File: src/rtl/conv_window_gen.sv
// Streaming 3x3 window generator: raster pixels in, packed 36-bit
// neighbourhoods out with a one-cycle conv_en strobe per complete window.
module conv_window_gen #(
  parameter int IMG_WIDTH  = 8,
  parameter int IMG_HEIGHT = 8
) (
  input  logic        clk,
  input  logic        n_rst,
  input  logic        frame_start,
  input  logic [3:0]  pixel_in,
  input  logic        pixel_valid,
  output logic        pixel_ready,
  output logic [35:0] sample_out,
  output logic        conv_en,
  output logic        frame_done
);

  localparam int CW = $clog2(IMG_WIDTH);
  localparam int RW = $clog2(IMG_HEIGHT);

  localparam logic [CW-1:0] COL_LAST = CW'(IMG_WIDTH - 1);
  localparam logic [CW-1:0] COL_TWO  = CW'(2);
  localparam logic [RW-1:0] ROW_LAST = RW'(IMG_HEIGHT - 1);
  localparam logic [RW-1:0] ROW_ONE  = RW'(1);
  localparam logic [RW-1:0] ROW_TWO  = RW'(2);

  typedef enum logic [1:0] {
    IDLE   = 2'd0,
    FILL   = 2'd1,
    STREAM = 2'd2,
    DONE   = 2'd3
  } state_t;

  state_t          state_r;
  state_t          state_s;
  logic [CW-1:0]   col_r;
  logic [RW-1:0]   row_r;
  logic [3:0]      lb0_r [IMG_WIDTH];
  logic [3:0]      lb1_r [IMG_WIDTH];
  logic [35:0]     win_r;
  logic [35:0]     win_s;
  logic            accept_s;
  logic            row_end_s;
  logic            fill_end_s;
  logic            frame_end_s;
  logic            window_ok_s;
  logic [3:0]      lb0_tail_s;
  logic [3:0]      lb1_tail_s;

  // Handshake qualification and position decodes for the pixel on the bus.
  always_comb begin
    // A frame_start in the same cycle always wins over the offered pixel.
    accept_s    = pixel_valid && pixel_ready && !frame_start;
    row_end_s   = (col_r == COL_LAST);
    fill_end_s  = row_end_s && (row_r == ROW_ONE);
    frame_end_s = row_end_s && (row_r == ROW_LAST);
    // Only windows lying wholly inside the current rows are emitted.
    window_ok_s = (row_r >= ROW_TWO) && (col_r >= COL_TWO);
    lb0_tail_s  = lb0_r[IMG_WIDTH-1];
    lb1_tail_s  = lb1_r[IMG_WIDTH-1];
    // Shift every window row one column left; the new right column is
    // {two rows up, one row up, current pixel} from top to bottom.
    win_s = {pixel_in,   win_r[35:32], win_r[31:28],
             lb1_tail_s, win_r[23:20], win_r[19:16],
             lb0_tail_s, win_r[11:8],  win_r[7:4]};
  end

  // Frame sequencing next-state logic.
  always_comb begin
    state_s = state_r;
    case (state_r)
      IDLE: begin
        if (frame_start) state_s = FILL;
        else             state_s = IDLE;
      end
      FILL: begin
        if (frame_start)                  state_s = FILL;
        else if (accept_s && fill_end_s)  state_s = STREAM;
        else                              state_s = FILL;
      end
      STREAM: begin
        if (frame_start)                  state_s = FILL;
        else if (accept_s && frame_end_s) state_s = DONE;
        else                              state_s = STREAM;
      end
      DONE: begin
        if (frame_start) state_s = FILL;
        else             state_s = IDLE;
      end
      default: state_s = IDLE;
    endcase
  end

  // State register.
  always_ff @(posedge clk) begin
    if (n_rst) state_r <= IDLE;
    else       state_r <= state_s;
  end

  // Column/row position of the next pixel; cleared on restart and after the last pixel.
  always_ff @(posedge clk) begin
    if (n_rst || frame_start) begin
      col_r <= '0;
      row_r <= '0;
    end else if (accept_s) begin
      if (row_end_s) begin
        col_r <= '0;
        if (frame_end_s) row_r <= '0;
        else             row_r <= row_r + 1'b1;
      end else begin
        col_r <= col_r + 1'b1;
      end
    end
  end

  // Line buffer shift chains and the working 3x3 window, advanced per accept.
  always_ff @(posedge clk) begin
    if (n_rst) begin
      for (int i = 0; i < IMG_WIDTH; i++) begin
        lb0_r[i] <= 4'h0;
        lb1_r[i] <= 4'h0;
      end
      win_r <= 36'h0;
    end else if (accept_s) begin
      lb1_r[0] <= pixel_in;
      lb0_r[0] <= lb1_tail_s;
      for (int i = 1; i < IMG_WIDTH; i++) begin
        lb1_r[i] <= lb1_r[i-1];
        lb0_r[i] <= lb0_r[i-1];
      end
      win_r <= win_s;
    end
  end

  // Registered outputs; sample_out holds its value between valid windows.
  always_ff @(posedge clk) begin
    if (n_rst) begin
      pixel_ready <= 1'b0;
      frame_done  <= 1'b0;
      conv_en     <= 1'b0;
      sample_out  <= 36'h0;
    end else begin
      pixel_ready <= (state_s == FILL) || (state_s == STREAM);
      frame_done  <= (state_s == DONE);
      conv_en     <= accept_s && window_ok_s;
      if (accept_s && window_ok_s) sample_out <= win_s;
    end
  end

endmodule

File: config.mk
export PLATFORM = sky130hd
export DESIGN_NAME = conv_window_gen
export DESIGN_NICKNAME = d
export VERILOG_FILES = /design/src/rtl/conv_window_gen.sv
export SDC_FILE = /design/constraint.sdc
export NUM_CORES = 1
export LEC_CHECK = 0
export BUFFER_PORTS_ARGS = -buffer_cell sky130_fd_sc_hd__buf_2
export CORE_ASPECT_RATIO = 0.5
export CORE_MARGIN = 2
export CORE_UTILIZATION = 30
export CTS_BUF_LIST = sky130_fd_sc_hd__clkbuf_16
export DETAILED_ROUTE_END_ITERATION = 7
export GPL_ROUTABILITY_DRIVEN = 0
export PLACE_DENSITY = 0.47
export SLEW_MARGIN = 30
export SYNTH_ARGS = -nofsm -noshare
export SYNTH_HDL_FRONTEND = slang
export SYNTH_SLANG_ARGS = --single-unit
export TNS_END_PERCENT = 50
File: constraint.sdc
create_clock -name clk -period 3.56 [get_ports clk]
set_clock_uncertainty 0.15 [all_clocks]
set_input_delay 0.712 -clock clk [delete_from_list [all_inputs] [get_ports clk]]
set_output_delay 0.712 -clock clk [all_outputs]
set_load 0.05 [all_outputs]
==> out/qor_table.md, run 1 <==
| Result | Value | Unit |
| --- | --- | --- |
| Maximum frequency from static timing analysis | 410 | MHz |
| Routed WL per cell | 13.1 | um |
| Critical path cell sequence | buf_2, and3b_1, nor2_4, inv_2, buf_12 | - |
| Num CTS Buffers | 17 | - |
| Number of buffer cells added on primary ports | 46 | - |
| Non-filler instance count after layout | 700 | - |
| Minimum clock period after layout | 2.44 | ns |
| Slowest cell on crit path | nor2_4 | - |
| Final setup violating endpoints | 0 | - |
| Top-level port count | 47 | - |
| Critical path endpoint category | register | - |
| Peak fanout along the critical path | 47 | - |
| Worst min-delay path class | reg2reg | - |
| Final TNS setup | 0 | ns |
| Area inside the core boundary | 17400 | um2 |
| Post-synth top area share | 35.9 | % |
| Primary flip-flop cell chosen by synthesis mapping | dfxtp_1 | - |
| DRT Pass-1 Iters | 4 | - |
| Worst IR drop on VDD | 0.262 | mV |
| Worst Setup Slack post-DPL | 0.642 | ns |
| Yosys top cell by area | edfxtp_1 | - |
| Seq/Total Area, Yosys | 62.5 | % |
| Synth Area per Inst | 13.1 | um2 |
| Top cells by area in the synthesized netlist | edfxtp_1 (36%), dfxtp_1 (27%), nand2b_1 (8.4%) | - |
| Highest cell delay on the worst timing path | 0.57 | ns |
| Leakage power of the design | 0.00243 | uW |
| Worst Max-Slew Pin Slew | 0.699 | ns |
| Total overflow reported by the global router | 0 | - |
| Max transition margin | 53.4 | % |
| Drt drc | 0 | - |
| Post-synthesis instance area | 5350 | um2 |
| Arrival @ worst endpoint | 2.42 | ns |
| Final count of hold timing violations | 0 | - |
| Max-cap violations | 0 | - |
| Post-route worst setup slack | 1.12 | ns |
| Distinct cells, synth | 36 | - |
| Final max-slew violation count | 0 | - |
| Clk sinks | 135 | - |
| WP data required | 3.54 | ns |
| Remaining number of nets flagged by the antenna check after routing | 0 | - |
| Share of layout cells above drive strength 1 | 18.5 | % |
| Placement row count | 34 | - |
| Library cell with the highest instance count after synthesis | nand2b_1 | - |
| # Post-CTS Setup Buffers | 0 | - |
| Critical Setup Path Class | in2reg | - |
| Worst skew pair latency | 0.41 | ns |
| Asr flop ratio synth | 0 | % |
| Placed Cells incl. Taps | 668 | - |
| Area enclosed by the die boundary | 19000 | um2 |
| Startpoint type of the worst setup path | input port | - |
| Net total in the final layout | 471 | - |
| Antenna violations before repair | 0 | - |
| Cts-stage hold buffer count | 0 | - |
| Library cell used as clock root buffer | clkbuf_16 | - |
| Setup repair after global routing missed its margin | false | - |
| Final core utilization | 36.9 | % |
| Total of flip-flops plus latches after synthesis | 135 | - |
| Status | finished clean | - |
| Final WL | 9180 | um |
| Register clock-pin slew on the reported worst setup and hold paths | 0.06 | ns |
| Power Dens Cells | 586 | nW/um2 |
| Number of buffers on the longest clock path | 2 | - |
| Number of synthesized flops with an enable pin | 64 | - |
| Most numerous cell types in the synthesized netlist | nand2b_1 (72), dfxtp_1 (71), edfxtp_1 (64) | - |
| Aggregate global-route resource usage | 10.6 | % |
| Synthesis-to-layout area growth | 20.0 | % |
| Initial core utilization | 30.7 | % |
| Net Count, Synth | 427 | - |
| Global-route wire length before repair | 15400 | um |
| Total of cells resized after clock tree synthesis | 0 | - |
| Cell count after synthesis | 409 | - |
| Routed via count divided by cell count | 4.22 | - |
| Warnings from Yosys | 0 | - |
| Clock tree from TritonCTS | done | - |
| Largest net degree at the start of global routing | 89 | - |
| Antenna cell count | 0 | - |
| Via count of the routed design | 2951 | - |
| Die H | 98.4 | um |
| Fill cell total of the finished layout | 1671 | - |
| Post-DP HPWL | 5250 | um |
| Iteration-0 DRC Markers | 191 | - |
| Horizontal die dimension | 193 | um |
| Portion of the clock cycle consumed by the worst path in the final layout | 68.5 | % |
| Final Power | 3760 | uW |
| Depth of the CTS H-tree | 4 | - |
| Via count of the first global-routing pass | 2918 | - |
[worst max-delay path, delay by kind of cell]
kind / cells / cell delay (ns)
buf+inv: 3 / 0.81
simple gates: 2 / 0.86
[cells in the final DEF, fill, tap and decap left out, drive strengths merged, types with 5 or more instances in the layout]
cell type  count
dfxtp         71
clkbuf        17
nor3           5
mux2i         37
buf           50
nand2          5
nor2           5
nand2b        72
inv            8
and2          48
nor2b         19
ha            10
a22o          24
edfxtp        64
bufinv         6
[kinds of logic after synthesis]
| logic type | synth area share [%] |
|---|---|
| simple gates | 19.4 |
| flops | 62.5 |
| mux | 6.93 |
| compound gates | 4.84 |
| buf+inv | 3.79 |
| fa+ha+maj | 2.34 |
| xor+xnor | 0.164 |
[per-layer routing]
layer / part of all wire (%) / up-vias / global-route usage, %
met5: 0 / - / 0
li1: - / 1487 / -
met1: 53 / 1423 / 15.0
met2: 43 / 30 / 14.9
met4: 1.1 / 0 / 4.23
met3: 3.3 / 11 / 3.38
[path summary, 6_finish.rpt]
| kind | from | endpoint | slack [ns] | cells past startpoint |
|---|---|---|---|---|
| max | frame_start | lb1_r[0][11] | 1.12 | 5 |
| min | sample_out[7] | sample_out[7] | 0.32 | 2 |
| max reg2reg | pixel_ready | lb1_r[0][11] | 1.25 | 4 |
| min reg2reg | sample_out[7] | sample_out[7] | 0.32 | 2 |
[sequential cells by signal (all words and copies together), names as in the netlist]
signal       cells
win_r           24
sample_out      36
lb1_r           32
frame_done       1
pixel_ready      1
col_r            3
state_r          2
row_r            3
conv_en          1
lb0_r           32
[through the flow]
| stage | hold slack [ns] | area, um2 |
|---|---|---|
| 2_1_floorplan | 0.300 | 5350 |
| 3_3_place_gp | 0.307 | 5750 |
| 3_5_place_dp | 0.311 | 5750 |
| 4_1_cts | 0.322 | 6420 |
| 5_1_grt | 0.344 | 6420 |
| 6_report | 0.317 | 6420 |
[area by class of cell]
| cell class | instances | area (um2) | area share, % |
|---|---|---|---|
| sequential | 135 | 3340 | 52.1 |
| multi-input combinational | 243 | 1810 | 28.2 |
| clock buffer | 17 | 425 | 6.63 |
| tap | 234 | 293 | 4.56 |
| timing repair buffer | 50 | 285 | 4.45 |
| clock inverter | 15 | 236 | 3.69 |
| inverter | 6 | 22.5 | 0.351 |
[report_power, final]
part | internal [uW] | switching, uW | leakage [uW]
sequential | 1670 | 15.2 | 0.00124
clock | 1310 | 663 | 0.000319
combinational | 38.0 | 65.7 | 0.000869
total | 3020 | 744 | 0.00243
Note: power is estimated with default switching activity, not from simulation.
==> inputs of run 2 (changes only) <==
--- a/config.mk
+++ b/config.mk
@@ -5,6 +5,7 @@
 export SDC_FILE = /design/constraint.sdc
 export NUM_CORES = 1
 export LEC_CHECK = 0
+export ABC_AREA = 1
 export BUFFER_PORTS_ARGS = -buffer_cell sky130_fd_sc_hd__buf_2
 export CORE_ASPECT_RATIO = 0.5
 export CORE_MARGIN = 2
@@ -12,7 +13,7 @@
 export CTS_BUF_LIST = sky130_fd_sc_hd__clkbuf_16
 export DETAILED_ROUTE_END_ITERATION = 7
 export GPL_ROUTABILITY_DRIVEN = 0
-export PLACE_DENSITY = 0.47
+export PLACE_DENSITY = 0.49
 export SLEW_MARGIN = 30
 export SYNTH_ARGS = -nofsm -noshare
 export SYNTH_HDL_FRONTEND = slang
==> constraint.sdc (replaced) <==
create_clock -name clk -period 1.99 [get_ports clk]
set_clock_uncertainty 0.15 [all_clocks]
set_input_delay 0.398 -clock clk [delete_from_list [all_inputs] [get_ports clk]]
set_output_delay 0.398 -clock clk [all_outputs]
set_load 0.05 [all_outputs]
==> run 2 against run 1 <==
  * Sequential power up 79%
  * Non-clock buffer count up 11
  * Sequential share of layout area down 0.061 points
  * Highest routed layer unchanged
  * Clock-buffer cell count unchanged
  * Hold slack worse by 0.23 ns
  * Synthesized cell count up 44%
  * Sequential cell count unchanged
  * Global-route usage up 0.38 points
  * Critical path depth up 5
  * Clock power up 58%
==> out/qor_table.md, run 2 <==
| Result | Value | Unit |
| --- | --- | --- |
| Peak fanout along the critical path | 4 | - |
| Flip-flop count of the largest register, all copies and words added | 36 | - |
| Global-route wire length before repair | 16000 | um |
| Iteration-0 DRC Markers | 207 | - |
| Area taken by multi-input logic gates | 1330 | um2 |
| Warnings from Yosys | 0 | - |
| Highest cell delay on the worst timing path | 0.36 | ns |
| Library cell used as clock root buffer | clkbuf_16 | - |
| Cell family with the largest share of critical-path delay | adder cells | - |
| Share of layout cells above drive strength 1 | 14.6 | % |
| Aggregate global-route resource usage | 11.0 | % |
| Max-cap violations | 0 | - |
| Final TNS setup | 0 | ns |
| Initial core utilization | 30.4 | % |
| Hold Path Depth | 3 | - |
| Reported net switching power | 1320 | uW |
| R2R Setup Slk | 0.17 | ns |
| Total overflow reported by the global router | 0 | - |
| Seq/Total Area, Yosys | 63.7 | % |
| Yosys top cell by area | edfxtp_1 | - |
| Asr flop ratio synth | 0 | % |
| Critical Setup Path Class | reg2reg | - |
| Endpoint, Worst Hold | sample_out[35] | - |
| Largest net degree at the start of global routing | 55 | - |
| Proportion of power drawn by combinational gates | 3.0 | % |
| Number of synthesized flops with an enable pin | 64 | - |
| Via count of the first global-routing pass | 3226 | - |
| Antenna cell count | 0 | - |
| Register clock-pin slew on the reported worst setup and hold paths | 0.06 | ns |
| Die H | 97.5 | um |
| Drt drc | 0 | - |
| Leakage power of the design | 0.00304 | uW |
| Antenna violations before repair | 0 | - |
| Final WL | 9410 | um |
| Register ranked first by flip-flop count | sample_out | - |
| Area inside the core boundary | 17200 | um2 |
| Routed via count divided by cell count | 3.95 | - |
| Regs by FF count | sample_out x36, lb0_r x32, lb1_r x32 | - |
| Portion of the clock cycle consumed by the worst path in the final layout | 91.3 | % |
| Cell count after synthesis | 589 | - |
| Library cell with the highest instance count after synthesis | nor2_1 | - |
| Final count of hold timing violations | 0 | - |
| Worst min-delay path class | in2reg | - |
| Critical path endpoint category | register | - |
| DRT Pass-1 Iters | 4 | - |
| Num CTS Buffers | 17 | - |
| Worst IR drop on VDD | 0.497 | mV |
| Horizontal die dimension | 191 | um |
| End of the worst register-to-register path | pixel_ready | - |
| Net Count, Synth | 607 | - |
| Startpoint type of the worst setup path | register | - |
| Worst skew pair latency | 0.41 | ns |
| Power Internal | 4990 | uW |
| Worst Max-Slew Pin Slew | 0.334 | ns |
| Area enclosed by the die boundary | 18600 | um2 |
| Start point of the critical path | col_r[1] | - |
| Most used cells in the layout excluding fill and tap cells | nor2_1 (151), inv_1 (127), nand2_1 (80) | - |
| Top cells by area in the synthesized netlist | edfxtp_1 (37%), dfxtp_1 (27%), nor2_1 (11%) | - |
| Status | finished clean | - |
| Final setup violating endpoints | 0 | - |
| Arrival @ worst endpoint | 1.96 | ns |
| Synth Area per Inst | 8.90 | um2 |
| Setup repair after global routing missed its margin | false | - |
| Remaining number of nets flagged by the antenna check after routing | 0 | - |
| Max transition margin | 77.6 | % |
| Clock tree from TritonCTS | done | - |
| Fill cell total of the finished layout | 1772 | - |
| Placed Cells incl. Taps | 860 | - |
| WP data required | 2.13 | ns |
| Non-filler instance count after layout | 892 | - |
| Total of flip-flops plus latches after synthesis | 135 | - |
| # Post-CTS Setup Buffers | 0 | - |
| Finished Cell Area | 6420 | um2 |
| Net total in the final layout | 663 | - |
| Power share of the sequential group | 47.8 | % |
| Minimum clock period after layout | 1.82 | ns |
| Routed WL per cell | 10.6 | um |
| Most numerous cell types in the synthesized netlist | nor2_1 (152), inv_1 (126), nand2_1 (82) | - |
| Final core utilization | 37.3 | % |
| Via count of the routed design | 3519 | - |
| Power Dens Cells | 983 | nW/um2 |
| Commonest non-fill, non-tap cell in the layout | nor2_1 | - |
| Primary flip-flop cell chosen by synthesis mapping | dfxtp_1 | - |
| Placement row count | 34 | - |
| Post-DP HPWL | 6010 | um |
| Final max-slew violation count | 0 | - |
| R2R Path Start | col_r[1] | - |
| Distinct cells, synth | 17 | - |
| Worst Reg-to-Reg Cells | 10 | - |
| Final-layout worst hold slack | 0.0905 | ns |
| Part of the total power dissipated in the clock network | 49.2 | % |
| Sequential cell area | 3340 | um2 |
| Net switching share of the total power | 20.9 | % |
| Number of buffers on the longest clock path | 2 | - |
| Critical path cell sequence | ha_1, ha_1, inv_1, nor2_2, nand3_1, nand2_1, inv_1, ha_1, inv_1, nor2_1 | - |
| Number of buffer and inverter stages on the critical path | 3 | - |
| Number of buffer cells added on primary ports | 46 | - |
| Post-synth top area share | 36.6 | % |
| Synthesis-to-layout area growth | 22.5 | % |
| Maximum frequency from static timing analysis | 551 | MHz |
| Worst min-delay path startpoint | pixel_in[3] | - |
| Post-synthesis instance area | 5250 | um2 |
| Depth of the CTS H-tree | 4 | - |
| Clk sinks | 135 | - |
| Top-level port count | 47 | - |
| Placed cell areas | 5830 | um2 |
| Slowest cell on crit path | dfxtp_1 | - |
run 2: changes by cell type in the layout (fill, tap and decap cells not counted), moves of 19 or more:
cell / delta
nor2_1: +148
inv_1: +120
nand2_1: +76
nand2b_1: -72
and2_1: -48
mux2i_1: -37
a22o_1: -24
o21ai_0: +22
nand3_1: +21
nor2b_1: -19
run 2: repair_timing:
item                                    in CTS  in global routing
endpoints found under the setup margin       0                  1
hold buffers                                 0                  0
gates resized for setup                      0                  1
run 2: power groups by stage:
stage	Clock (uW)	Sequential, uW	Combinational, uW
after floorplan	0	3080	114
after global placement	0	3080	195
after detailed placement	0	3080	194
after CTS	3200	3020	195
after global routing	3330	3030	217
final	3110	3020	190
run 2: worst reg2reg max path, cell delays in order, from the launching register on:
cell,delay (ns)
dfxtp_1,0.36
ha_1,0.16
ha_1,0.18
inv_1,0.08
nor2_2,0.14
nand3_1,0.12
nand2_1,0.11
inv_1,0.05
ha_1,0.26
inv_1,0.05
nor2_1,0.03
run 2: worst max path at each step:
stage                        endpoint  cells past startpoint
after floorplan           lb0_r[0][0]                      3
after global placement    pixel_ready                     10
after detailed placement  pixel_ready                     10
after CTS                 pixel_ready                     10
after global routing      pixel_ready                     10
final                     pixel_ready                     10
run 2: cell type report:
type / count / share of cell area, %
inverters: 127 / 7.42
flip-flops and latches: 135 / 52.0
multi-input cells: 303 / 20.7
well taps: 234 / 4.56
clock inverters: 15 / 2.53
repair buffers: 61 / 6.12
clock buffers: 17 / 6.62
run 2: cell families after synthesis:
family          Yosys count  share of synthesized area [%]
compound gates           35                           3.58
fa+ha+maj                10                           2.39
buf+inv                 151                           11.0
flops                   135                           63.7
simple gates            258                           19.3
run 2: metal layers:
metal	vias up	wire length, um	track usage, %
li1	1892	-	-
met3	8	336	3.43
met2	27	3920	15.4
met5	-	0	0
met1	1592	5050	15.6
met4	0	103	4.29
run 2: through the flow:
step                      total power, uW  setup WS [ns]
after floorplan                      3190         0.0577
after global placement               3270          0.180
after detailed placement             3270          0.121
after CTS                            6410          0.108
after global routing                 6570       0.000646
final                                6310          0.174
==> inputs of run 3 (changes only) <==
--- a/config.mk
+++ b/config.mk
@@ -7,13 +7,15 @@
 export LEC_CHECK = 0
 export ABC_AREA = 1
 export BUFFER_PORTS_ARGS = -buffer_cell sky130_fd_sc_hd__buf_2
-export CORE_ASPECT_RATIO = 0.5
+export CORE_ASPECT_RATIO = 1.1
 export CORE_MARGIN = 2
 export CORE_UTILIZATION = 30
 export CTS_BUF_LIST = sky130_fd_sc_hd__clkbuf_16
 export DETAILED_ROUTE_END_ITERATION = 7
 export GPL_ROUTABILITY_DRIVEN = 0
+export GPL_TIMING_DRIVEN = 1
 export PLACE_DENSITY = 0.49
+export RECOVER_POWER = 25
 export SLEW_MARGIN = 30
 export SYNTH_ARGS = -nofsm -noshare
 export SYNTH_HDL_FRONTEND = slang
==> run 3 against run 2 <==
  * Sequential cell count unchanged
  * Sequential power hardly changed
  * Routed wire length grew 5.0%
  * Non-clock buffer count decreased by 5
  * Design area is 0.39% lower
  * Utilization grew 0.18 points
  * Via count up 1.3%
  * Maximum frequency grew 1.3%
  * Clock-buffer cell count grew 4
  * Clock power grew 1%
  * Critical path depth stayed put
==> out/qor_table.md, run 3 (same netlist as run 2, synthesis figures left out) <==
| Result | Value | Unit |
| --- | --- | --- |
| Status | finished clean | - |
| Max-cap violations | 0 | - |
| Initial core utilization | 30.7 | % |
| Max transition margin | 63.3 | % |
| Via count of the routed design | 3564 | - |
| Total overflow reported by the global router | 0 | - |
| Worst skew pair latency | 0.41 | ns |
| Final count of hold timing violations | 0 | - |
| Setup repair after global routing missed its margin | false | - |
| Most used cells in the layout excluding fill and tap cells | nor2_1 (152), inv_1 (127), nand2_1 (81) | - |
| Drt drc | 0 | - |
| Worst Setup Slack post-DPL | 0.115 | ns |
| Arrival @ worst endpoint | 1.93 | ns |
| Num CTS Buffers | 17 | - |
| Horizontal die dimension | 130 | um |
| Register clock-pin slew on the reported worst setup and hold paths | 0.06 | ns |
| Largest net degree at the start of global routing | 74 | - |
| Area enclosed by the die boundary | 18600 | um2 |
| Critical Setup Path Class | reg2reg | - |
| Number of buffer cells added on primary ports | 46 | - |
| Synthesis-to-layout area growth | 22.0 | % |
| Peak fanout along the critical path | 3 | - |
| Power share of the sequential group | 47.5 | % |
| Post-DP HPWL | 6220 | um |
| Clk sinks | 135 | - |
| Final setup violating endpoints | 0 | - |
| Antenna cell count | 0 | - |
| Non-filler instance count after layout | 887 | - |
| Commonest non-fill, non-tap cell in the layout | nor2_1 | - |
| Register ranked first by flip-flop count | sample_out | - |
| Final WL | 9880 | um |
| Routed via count divided by cell count | 4.02 | - |
| Proportion of power drawn by combinational gates | 2.9 | % |
| Fill cell total of the finished layout | 1758 | - |
| Worst Max-Slew Pin Slew | 0.550 | ns |
| Iteration-0 DRC Markers | 215 | - |
| Die H | 143 | um |
| Power Internal | 5050 | uW |
| Portion of the clock cycle consumed by the worst path in the final layout | 90.1 | % |
| Leakage power of the design | 0.00304 | uW |
| Startpoint type of the worst setup path | register | - |
| Aggregate global-route resource usage | 11.8 | % |
| Clock tree from TritonCTS | done | - |
| Remaining number of nets flagged by the antenna check after routing | 0 | - |
| Final max-slew violation count | 0 | - |
| Via count of the first global-routing pass | 3540 | - |
| Routed WL per cell | 11.1 | um |
| Number of buffers on the longest clock path | 2 | - |
| Power Dens Cells | 993 | nW/um2 |
| Part of the total power dissipated in the clock network | 49.6 | % |
| Net total in the final layout | 658 | - |
| # Post-CTS Setup Buffers | 0 | - |
| Antenna violations before repair | 0 | - |
| Placed Cells incl. Taps | 855 | - |
| Regs by FF count | sample_out x36, lb0_r x32, lb1_r x32 | - |
| Worst IR drop on VDD | 0.630 | mV |
| Depth of the CTS H-tree | 4 | - |
| Top-level port count | 47 | - |
| Critical path endpoint category | register | - |
| Final TNS setup | 0 | ns |
| Maximum frequency from static timing analysis | 558 | MHz |
| Flip-flop count of the largest register, all copies and words added | 36 | - |
| Global-route wire length before repair | 16800 | um |
| Reported net switching power | 1300 | uW |
| Placement row count | 50 | - |
| Final Power | 6350 | uW |
| Area inside the core boundary | 17100 | um2 |
| Share of layout cells above drive strength 1 | 13.8 | % |
| Minimum clock period after layout | 1.79 | ns |
| DRT Pass-1 Iters | 6 | - |
| Post-route worst setup slack | 0.197 | ns |
| Net switching share of the total power | 20.5 | % |
| Worst min-delay path class | in2reg | - |
| WP data required | 2.13 | ns |
| Library cell used as clock root buffer | clkbuf_16 | - |
==> run 3: changes by cell type in the layout (fill, tap and decap cells not counted), sizes merged <==
cell / delta
clkbuf: +6
buf: -7
clkinv: -2
bufinv: -2
clkinvlp: -3
inv: +3
==> run 3: critical path: stages, from the launching register on <==
cell     delay, ns
dfxtp_1       0.35
ha_1          0.17
ha_1          0.18
inv_1         0.07
nor2_2        0.13
nand3_1       0.12
nand2_1       0.11
inv_1         0.04
ha_1          0.26
inv_1         0.06
nor2_1        0.03
==> run 3: metal layers <==
metal,vias to the layer above,track usage (%),wire length [um]
li1,1873,-,-
met1,1640,14.1,4590
met2,44,19.1,4850
met3,7,3.82,332
met4,0,5.60,109
met5,-,0,0
==> run 3: layout make-up <==
cell class                 instances  area [um2]  area share [%]
sequential                       135        3340            52.3
multi-input combinational        303        1330            20.7
clock buffer                      21         526            8.21
inverter                         127         477            7.45
timing repair buffer              56         348            5.44
tap                              234         293            4.58
clock inverter                    11        86.3            1.35
==> run 3: power by group through the flow <==
stage	sequential [uW]	clock (uW)	combinational (uW)
finish	3020	3150	184
global route	3030	3370	211
CTS	3020	3260	194
detailed placement	3080	0	192
global placement	3080	0	188
floorplan	3080	0	114
==> run 3: stage by stage <==
| step | instance area [um2] | utilization, % | hold slack (ns) |
|---|---|---|---|
| after floorplan | 5250 | - | 0.304 |
| after global placement | 5810 | 34.0 | 0.317 |
| after detailed placement | 5810 | 34.0 | 0.325 |
| after CTS | 6420 | 37.6 | 0.0646 |
| after global routing | 6400 | 37.5 | 0.0752 |
| final | 6400 | 37.5 | 0.0833 |
==> run 3: worst paths after layout <==
check         startpoint             end  slack (ns)  depth (start not counted)
max             col_r[0]     pixel_ready        0.20                         10
min          pixel_in[2]  sample_out[34]        0.08                          3
max reg2reg     col_r[0]     pixel_ready        0.20                         10
min reg2reg    win_r[35]  sample_out[31]        0.33                          2
==> run 3: what timing repair did <==
item,4_1_cts,5_1_grt
hold endpoints to repair,0,0
gates resized for setup,0,2
setup endpoints to repair,0,2
hold buffers,0,0
